### src/rtl/wb_arbiter.sv
// wb_arbiter: merges ALU/LSU/MDU writebacks onto one regfile write port and scoreboards long-latency destinations
module wb_arbiter #(
  parameter int REG_NUM    = 32,
  parameter int REG_ADDR_W = 5,
  parameter int REG_DATA_W = 32,
  parameter int STARVE_LIM = 4
) (
  input  logic                  clk,
  input  logic                  rst_n,
  input  logic                  i_alu_valid,
  input  logic [REG_ADDR_W-1:0] i_alu_addr,
  input  logic [REG_DATA_W-1:0] i_alu_data,
  input  logic                  i_lsu_valid,
  input  logic [REG_ADDR_W-1:0] i_lsu_addr,
  input  logic [REG_DATA_W-1:0] i_lsu_data,
  output logic                  o_lsu_ready,
  input  logic                  i_mdu_valid,
  input  logic [REG_ADDR_W-1:0] i_mdu_addr,
  input  logic [REG_DATA_W-1:0] i_mdu_data,
  output logic                  o_mdu_ready,
  output logic                  o_wb_stall,
  input  logic                  i_iss_valid,
  input  logic [REG_ADDR_W-1:0] i_iss_addr,
  input  logic [REG_ADDR_W-1:0] i_chk_addr1,
  input  logic [REG_ADDR_W-1:0] i_chk_addr2,
  output logic                  o_chk_busy1,
  output logic                  o_chk_busy2,
  output logic                  o_w_en,
  output logic [REG_ADDR_W-1:0] o_w_addr,
  output logic [REG_DATA_W-1:0] o_w_data
);
  localparam logic [3:0] LIM = 4'(STARVE_LIM);
  localparam logic [REG_NUM-1:0] ONE = REG_NUM'(1);
  logic                  r_rr;
  logic                  r_starve;
  logic [3:0]            r_cnt;
  logic [REG_NUM-1:0]    r_busy;
  logic                  r_w_en;
  logic [REG_ADDR_W-1:0] r_w_addr;
  logic [REG_DATA_W-1:0] r_w_data;
  logic                  w_slow_any;
  logic                  w_gnt_lsu;
  logic                  w_slow_win;
  logic                  w_win;
  logic                  w_wr;
  logic [REG_ADDR_W-1:0] w_slow_addr;
  logic [REG_DATA_W-1:0] w_slow_data;
  logic [REG_ADDR_W-1:0] w_win_addr;
  logic [REG_DATA_W-1:0] w_win_data;
  logic [3:0]            w_cnt_nxt;
  logic [REG_NUM-1:0]    w_set;
  logic [REG_NUM-1:0]    w_clr;
  logic [REG_NUM-1:0]    w_busy_nxt;

  // Pick the slow requester (round-robin on conflict) and decide whether it beats the ALU this cycle
  always_comb begin
    w_slow_any  = i_lsu_valid | i_mdu_valid;
    w_gnt_lsu   = i_lsu_valid & (~i_mdu_valid | ~r_rr);
    w_slow_win  = w_slow_any & (r_starve | ~i_alu_valid);
    o_wb_stall  = r_starve & w_slow_any;
    o_lsu_ready = w_slow_win & w_gnt_lsu;
    o_mdu_ready = w_slow_win & ~w_gnt_lsu;
    w_slow_addr = w_gnt_lsu ? i_lsu_addr : i_mdu_addr;
    w_slow_data = w_gnt_lsu ? i_lsu_data : i_mdu_data;
    w_win       = w_slow_win | i_alu_valid;
    w_win_addr  = w_slow_win ? w_slow_addr : i_alu_addr;
    w_win_data  = w_slow_win ? w_slow_data : i_alu_data;
    w_wr        = w_win & (|w_win_addr);
  end

  // Next starvation count and scoreboard image; a same-cycle issue overrides the clear since the newer op owns the register
  always_comb begin
    w_cnt_nxt  = (w_slow_win | ~w_slow_any) ? 4'd0 : (r_cnt == LIM ? LIM : r_cnt + 4'd1);
    w_set      = i_iss_valid ? (ONE << i_iss_addr) : '0;
    w_clr      = w_slow_win ? (ONE << w_slow_addr) : '0;
    w_busy_nxt = ((r_busy & ~w_clr) | w_set) & ~ONE;
  end

  // Source-operand hazard lookup straight from the scoreboard; bit 0 never sets so x0 reads idle
  always_comb begin
    o_chk_busy1 = r_busy[i_chk_addr1];
    o_chk_busy2 = r_busy[i_chk_addr2];
    o_w_en      = r_w_en;
    o_w_addr    = r_w_addr;
    o_w_data    = r_w_data;
  end

  // Arbitration state, scoreboard and the registered regfile write port
  always_ff @(posedge clk or negedge rst_n) begin
    if (!rst_n) begin
      r_rr     <= 1'b0;
      r_starve <= 1'b0;
      r_cnt    <= 4'd0;
      r_busy   <= '0;
      r_w_en   <= 1'b0;
      r_w_addr <= '0;
      r_w_data <= '0;
    end else begin
      r_rr     <= o_lsu_ready ? 1'b1 : (o_mdu_ready ? 1'b0 : r_rr);
      r_cnt    <= w_cnt_nxt;
      r_starve <= w_cnt_nxt == LIM;
      r_busy   <= w_busy_nxt;
      r_w_en   <= w_wr;
      r_w_addr <= w_wr ? w_win_addr : r_w_addr;
      r_w_data <= w_wr ? w_win_data : r_w_data;
    end
  end
endmodule

### config.mk
export PLATFORM = sky130hd
export DESIGN_NAME = wb_arbiter
export DESIGN_NICKNAME = d
export VERILOG_FILES = /design/src/rtl/wb_arbiter.sv
export SDC_FILE = /design/constraint.sdc
export NUM_CORES = 1
export LEC_CHECK = 0
export CORE_MARGIN = 5
export CORE_UTILIZATION = 43
export CTS_BUF_LIST = sky130_fd_sc_hd__clkbuf_16
export CTS_CLUSTER_SIZE = 12
export DETAILED_ROUTE_END_ITERATION = 16
export MAX_ROUTING_LAYER = met4
export PLACE_DENSITY = 0.85
export SETUP_SLACK_MARGIN = 0.5
export SYNTH_ARGS = -nofsm -noshare
export SYNTH_HDL_FRONTEND = slang
export SYNTH_SLANG_ARGS = --single-unit
export TNS_END_PERCENT = 30
### constraint.sdc
create_clock -name clk -period 2.8 [get_ports clk]
set_input_delay 0.42 -clock clk [delete_from_list [all_inputs] [get_ports clk]]
set_output_delay 0.42 -clock clk [all_outputs]
set_load 0.02 [all_outputs]
Word-level counts from Yosys, hierarchy flattened
Index checks and enable logic that the tools add are counted.
{"block": "word_totals", "ff_bits": 75, "inputBits": 132, "out_inout_bits": 43, "elab_cells": 49}
{"block": "classes", "n_addsub": 1, "n_lt_le_gt_ge": 2, "eq_ne": 2, "shifts": 2, "muxes": 14, "bitwise": 19, "reduce_logical": 2}
{"op": "2-to-1 mux 32 bit", "n": 4}
{"op": "<< shifter 1 x 5 -> 32 bit, first input constant", "n": 2}
{"op": "bitwise AND 32 bit", "n": 1}
{"op": "inverter 32 bit", "n": 1}
{"op": "bitwise OR 32 bit", "n": 1}
{"op": "less-than comparator 5 x 6 -> 1 bit, second input constant", "n": 2}
{"op": "binary-select mux 1 bit (select 5 bit)", "n": 2}
{"op": "2-to-1 mux 5 bit", "n": 2}
{"op": "== test 4 x 3 -> 1 bit, second input constant", "n": 2}
{"op": "2-to-1 mux 4 bit", "n": 2}
{"op": "bitwise AND 1 bit", "n": 6}
{"op": "inverter 1 bit", "n": 5}
{"op": "bitwise OR 1 bit", "n": 5}
{"op": "OR reduction 5 bit", "n": 1}
{"op": "adder 4 x 1 -> 4 bit, second input constant", "n": 1}
{"op": "2-to-1 mux 1 bit", "n": 4}
{"op": "nonzero test 2 bit", "n": 1}

Logic depth before layout (Yosys ltp)
{"block": "depth", "ltp_word": 9, "ltp_mapped": 7, "ltp_nobuf": 6}

Least setup slack after synthesis
No wires, ideal clock.
{"block": "synth_path", "path_type": "input to output", "from": "in i_chk_addr1[0]", "to": "out o_chk_busy1", "arrival_time_ns": 1.923, "required_ns": 2.380, "path_slack_ns": 0.457, "stages": 4, "n_path_buf": 1, "path_cell_list": "buf_2 -> mux4_2 -> mux4_2 -> a22o_1"}
{"block": "synth_via", "elab_chain_len": 2}
{"item": "from (decl)", "line": "24", "text": "input logic [REG_ADDR_W-1:0] i_chk_addr1,"}
{"item": "binary-select mux 1 bit (select 5 bit)", "line": "81", "text": "o_chk_busy1 = r_busy[i_chk_addr1];"}
{"item": "2-to-1 mux 1 bit (implied by the code)", "line": "81"}
{"item": "to (decl)", "line": "26", "text": "output logic o_chk_busy1,"}
No other way between the ends. The select of a mux whose other input is x is not followed.

Worst setup path after layout
{"block": "layout_path", "from": "reg r_busy[31]", "to": "out o_chk_busy1"}
{"block": "layout_via", "elab_chain_len": 2}
{"item": "from (decl)", "line": "37", "text": "logic [REG_NUM-1:0] r_busy;"}
{"item": "from (signal assigned)", "line": "102", "text": "r_busy <= w_busy_nxt;"}
{"item": "binary-select mux 1 bit (select 5 bit)", "line": "81"}
{"item": "2-to-1 mux 1 bit (implied by the code)", "line": "81"}
No other way between the ends. The select of a mux whose other input is x is not followed.

==> impl_metrics.yaml <==
drt:
  wl_per_cell_um: 19.13
  vias_per_cell: 5.726
  drc: 0
  drt-initial-drc-count: 397
  ant_nets: 0
  finalWirelength_mm: 13.60
  dr.pass1.iters: 8
  vias: 4071
floorplanning:
  rows: 36
  core_mm2: 0.009639
  initial_utilization_pct: 43.46
  io_pins: 175
  die_w_um: 108.7
  die_area_mm2: 0.01182
  die_y_um: 108.7
clock_tree:
  clockBufferDepth: 2
  cts_sinks: 75
  path_clk_slew_ns: 0.06
  h-tree-depth: 3
  clk_latency_ns: 0.33
  root_buffer: "clkbuf_16"
  hold_buffers: 0
  cts_buffers: 9
  tritoncts: "yes"
synthesis:
  syn_inst: 388
  synth.yosys.warnings: 0
  muxShareOfSynthArea_pct: 21.36
  syn_nets: 522
  synth_area_per_cell_um2: 10.80
  syn_area_mm2: 0.004189
  ys_seq_area_share_pct: 44.80
  synthAdderAreaFrac_pct: 0.5974
  synthSimpleGateAreaFrac_pct: 7.945
  synth_compound_area_share_pct: 19.44
  synth_top_family_by_area: "multiplexers"
  yosys.area_share.xor_xnor_pct: 0
  ys_ff_latch: 75
  synth_cell_types: 37
run:
  cap_violations: 0
final_layout:
  fillCellCount: 771
  area_delta_synth_final_pct: 54.09
  fin_area_mm2: 0.006455
  nets: 706
  drive_gt1_share_pct: 12.13
  finish.utilization_pct: 66.97
outcome:
  outcome: "finished clean"
timing:
  clock_skew_ns: 0.003140
  maxSlewViolCount: 0
  max_freq_mhz: 397.6
  finalSetupViolCount: 0
  tightest_slew_ns: 0.9275
  hold_viol: 0
  min_period_ns: 2.515
  relSlewSlack_pct: 38.16
  setup_slack_ns: 0.2847
  period_share_pct: 89.83
  rsz0062_at_grt: "true"
placed_design:
  hpwlAfterDp_mm: 10.79
  place_congestion: 0.9333
  post_dp_cell_area_mm2: 0.006165
  port_buffers: 174
  post-place-ws_ns: -0.4550
setup_path:
  critical_path_class: "reg2out"
  crit_path_max_fanout: 3
  critPathRequiredTime_ns: 2.38
  startpoint_type: "flop"
  rrSetupSlack_ns: 0.79
  end_kind: "output pin"
  r2r-start: "r_rr"
  cp_data_arrival_time_ns: 2.10
  reg2reg_to: "o_w_data[1]"
  rr_worst_depth: 7
global_routing:
  grt_pass1_wl_mm: 21.36
  track_usage_pct: 23.98
  antenna_found_initial: 1
  grt_pass1_vias: 4284
  grt_max_degree: 76
  grt_overflow: 0
power:
  p_leak_nw: 2.727
  p_per_area_mw_per_mm2: 574.7
  vdd_drop_max_mv: 0.2911
hold_path:
  hold_path_class: "in2async"
==> per-layer routing <==
metal / wire length (um) / part of all wire (%) / global-route usage, %
met5: 0 / 0 / -
met4: 399 / 2.9 / 10.19
met3: 1054 / 7.8 / 4.144
met2: 7211 / 53 / 42.10
met1: 4935 / 36 / 26.93
==> how the worst max path moves through the flow <==
stage | from | to | depth (start not counted)
CTS | r_busy[31] | o_chk_busy1 | 4
floorplan | i_chk_addr2[0] | o_chk_busy2 | 4
finish | r_busy[31] | o_chk_busy1 | 4
global placement | i_chk_addr1[0] | o_chk_busy1 | 6
global route | r_busy[31] | o_chk_busy1 | 4
detailed placement | i_chk_addr1[0] | o_chk_busy1 | 6
==> layout by cell type (no fill, tap or decap), drive strengths merged, types with 2 or more instances in the layout <==
cell / synthesis / routed
nand4: 2 / 2
dfrtp: 75 / 75
nor3: 2 / 2
clkbuf: 13 / 9
ha: 2 / 2
and3: 2 / 2
mux2i: 44 / 44
or2: 3 / 3
o31ai: 4 / 4
dlymetal6s2s: 0 / 3
inv: 39 / 42
nor4: 2 / 2
mux4: 16 / 16
nand2: 10 / 10
a211o: 2 / 2
clkdlybuf4s50: 0 / 163
or3: 2 / 2
buf: 8 / 25
o21ai: 66 / 66
a21o: 2 / 2
nor2b: 9 / 9
mux2: 8 / 8
a22o: 2 / 2
clkinv: 0 / 4
nand2b: 4 / 4
nor2: 14 / 14
nand3: 9 / 9
dlygate4sd2: 0 / 3
a21oi: 7 / 7
a222oi: 32 / 32
nand3b: 3 / 3
==> repair_timing <==
item,CTS,global route
endpoints found under the setup margin,10,53
resized for setup,25,8
buffers inserted,1,0
pin swaps,3,0
==> final cells by class <==
class                           instances  area, um2  share of cell area, %
Multi-Input combinational cell        253       2103                  32.58
Timing Repair Buffer                  194       1906                  29.52
Sequential cell                        75       1877                  29.08
Clock buffer                            9      225.2                  3.489
Tap cell                              133      166.4                  2.578
Inverter                               39      146.4                  2.268
Clock inverter                          7      28.78                 0.4458
Antenna cell                            1      2.502                0.03877
==> stage by stage <==
stage,total power [W],instances,setup TNS [ns],hold slack (ns)
2_1_floorplan,0.002073,388,0,0.1244
4_1_cts,0.003712,710,0,0.2617
3_3_place_gp,0.002652,693,-0.8068,0.4701
6_report,0.003709,711,0,0.2071
3_5_place_dp,0.002708,693,-0.8742,0.4827
5_1_grt,0.003889,711,0,0.3087
==> flip-flops by register name, summed over array words and instances, names as in the netlist <==
signal and count:
r_busy 31, r_cnt 4, o_w_data 32, r_rr 1, o_w_en 1, r_starve 1
o_w_addr 5
==> logic make-up after synthesis <==
group | count (synthesis)
mux | 68
buf+inv | 60
compound gates | 119
flops | 75
simple gates | 64
fa+ha+maj | 2
==> Yosys cell counts <==
cell	count	area share [%]
nand3b_1	3	0.54
inv_1	39	3.5
a221o_1	1	0.24
nand4_1	2	0.30
or3_1	2	0.30
nor3_1	2	0.24
nand3_1	9	1.1
nor4b_1	1	0.21
a311oi_1	1	0.21
nor2b_1	9	1.3
a22o_1	2	0.42
a222oi_1	32	7.6
or2_0	1	0.15
and3_1	2	0.30
a21oi_1	7	0.84
a21o_1	2	0.36
and2_1	1	0.15
mux2i_1	43	10
o41a_1	1	0.27
dfrtp_1	75	45
nor2_1	14	1.3
mux4_2	16	8.6
or2_2	2	0.30
o21ai_0	62	7.4
buf_4	4	0.72
a211o_1	2	0.42
o31ai_1	4	0.72
ha_1	2	0.60
mux2_2	8	2.2
clkbuf_1	13	1.2
o21ai_1	4	0.48
a21boi_4	1	0.45
nor4_1	2	0.30
nand2_1	10	0.90
buf_2	4	0.48
mux2i_2	1	0.33
nand2b_1	4	0.60
==> power by group <==
group / internal, W / switching, W
registers: 0.00131 / 0.000183
clock network: 0.000580 / 0.000422
logic: 0.000668 / 0.000547
total: 0.00256 / 0.00115
==> critical path, cell delays in order (launching register included) <==
cell	delay (ns)
dfrtp_1	0.40
mux4_2	0.48
mux4_2	0.51
a22o_1	0.24
buf_6	0.13
(Power assumes the default switching activity.)
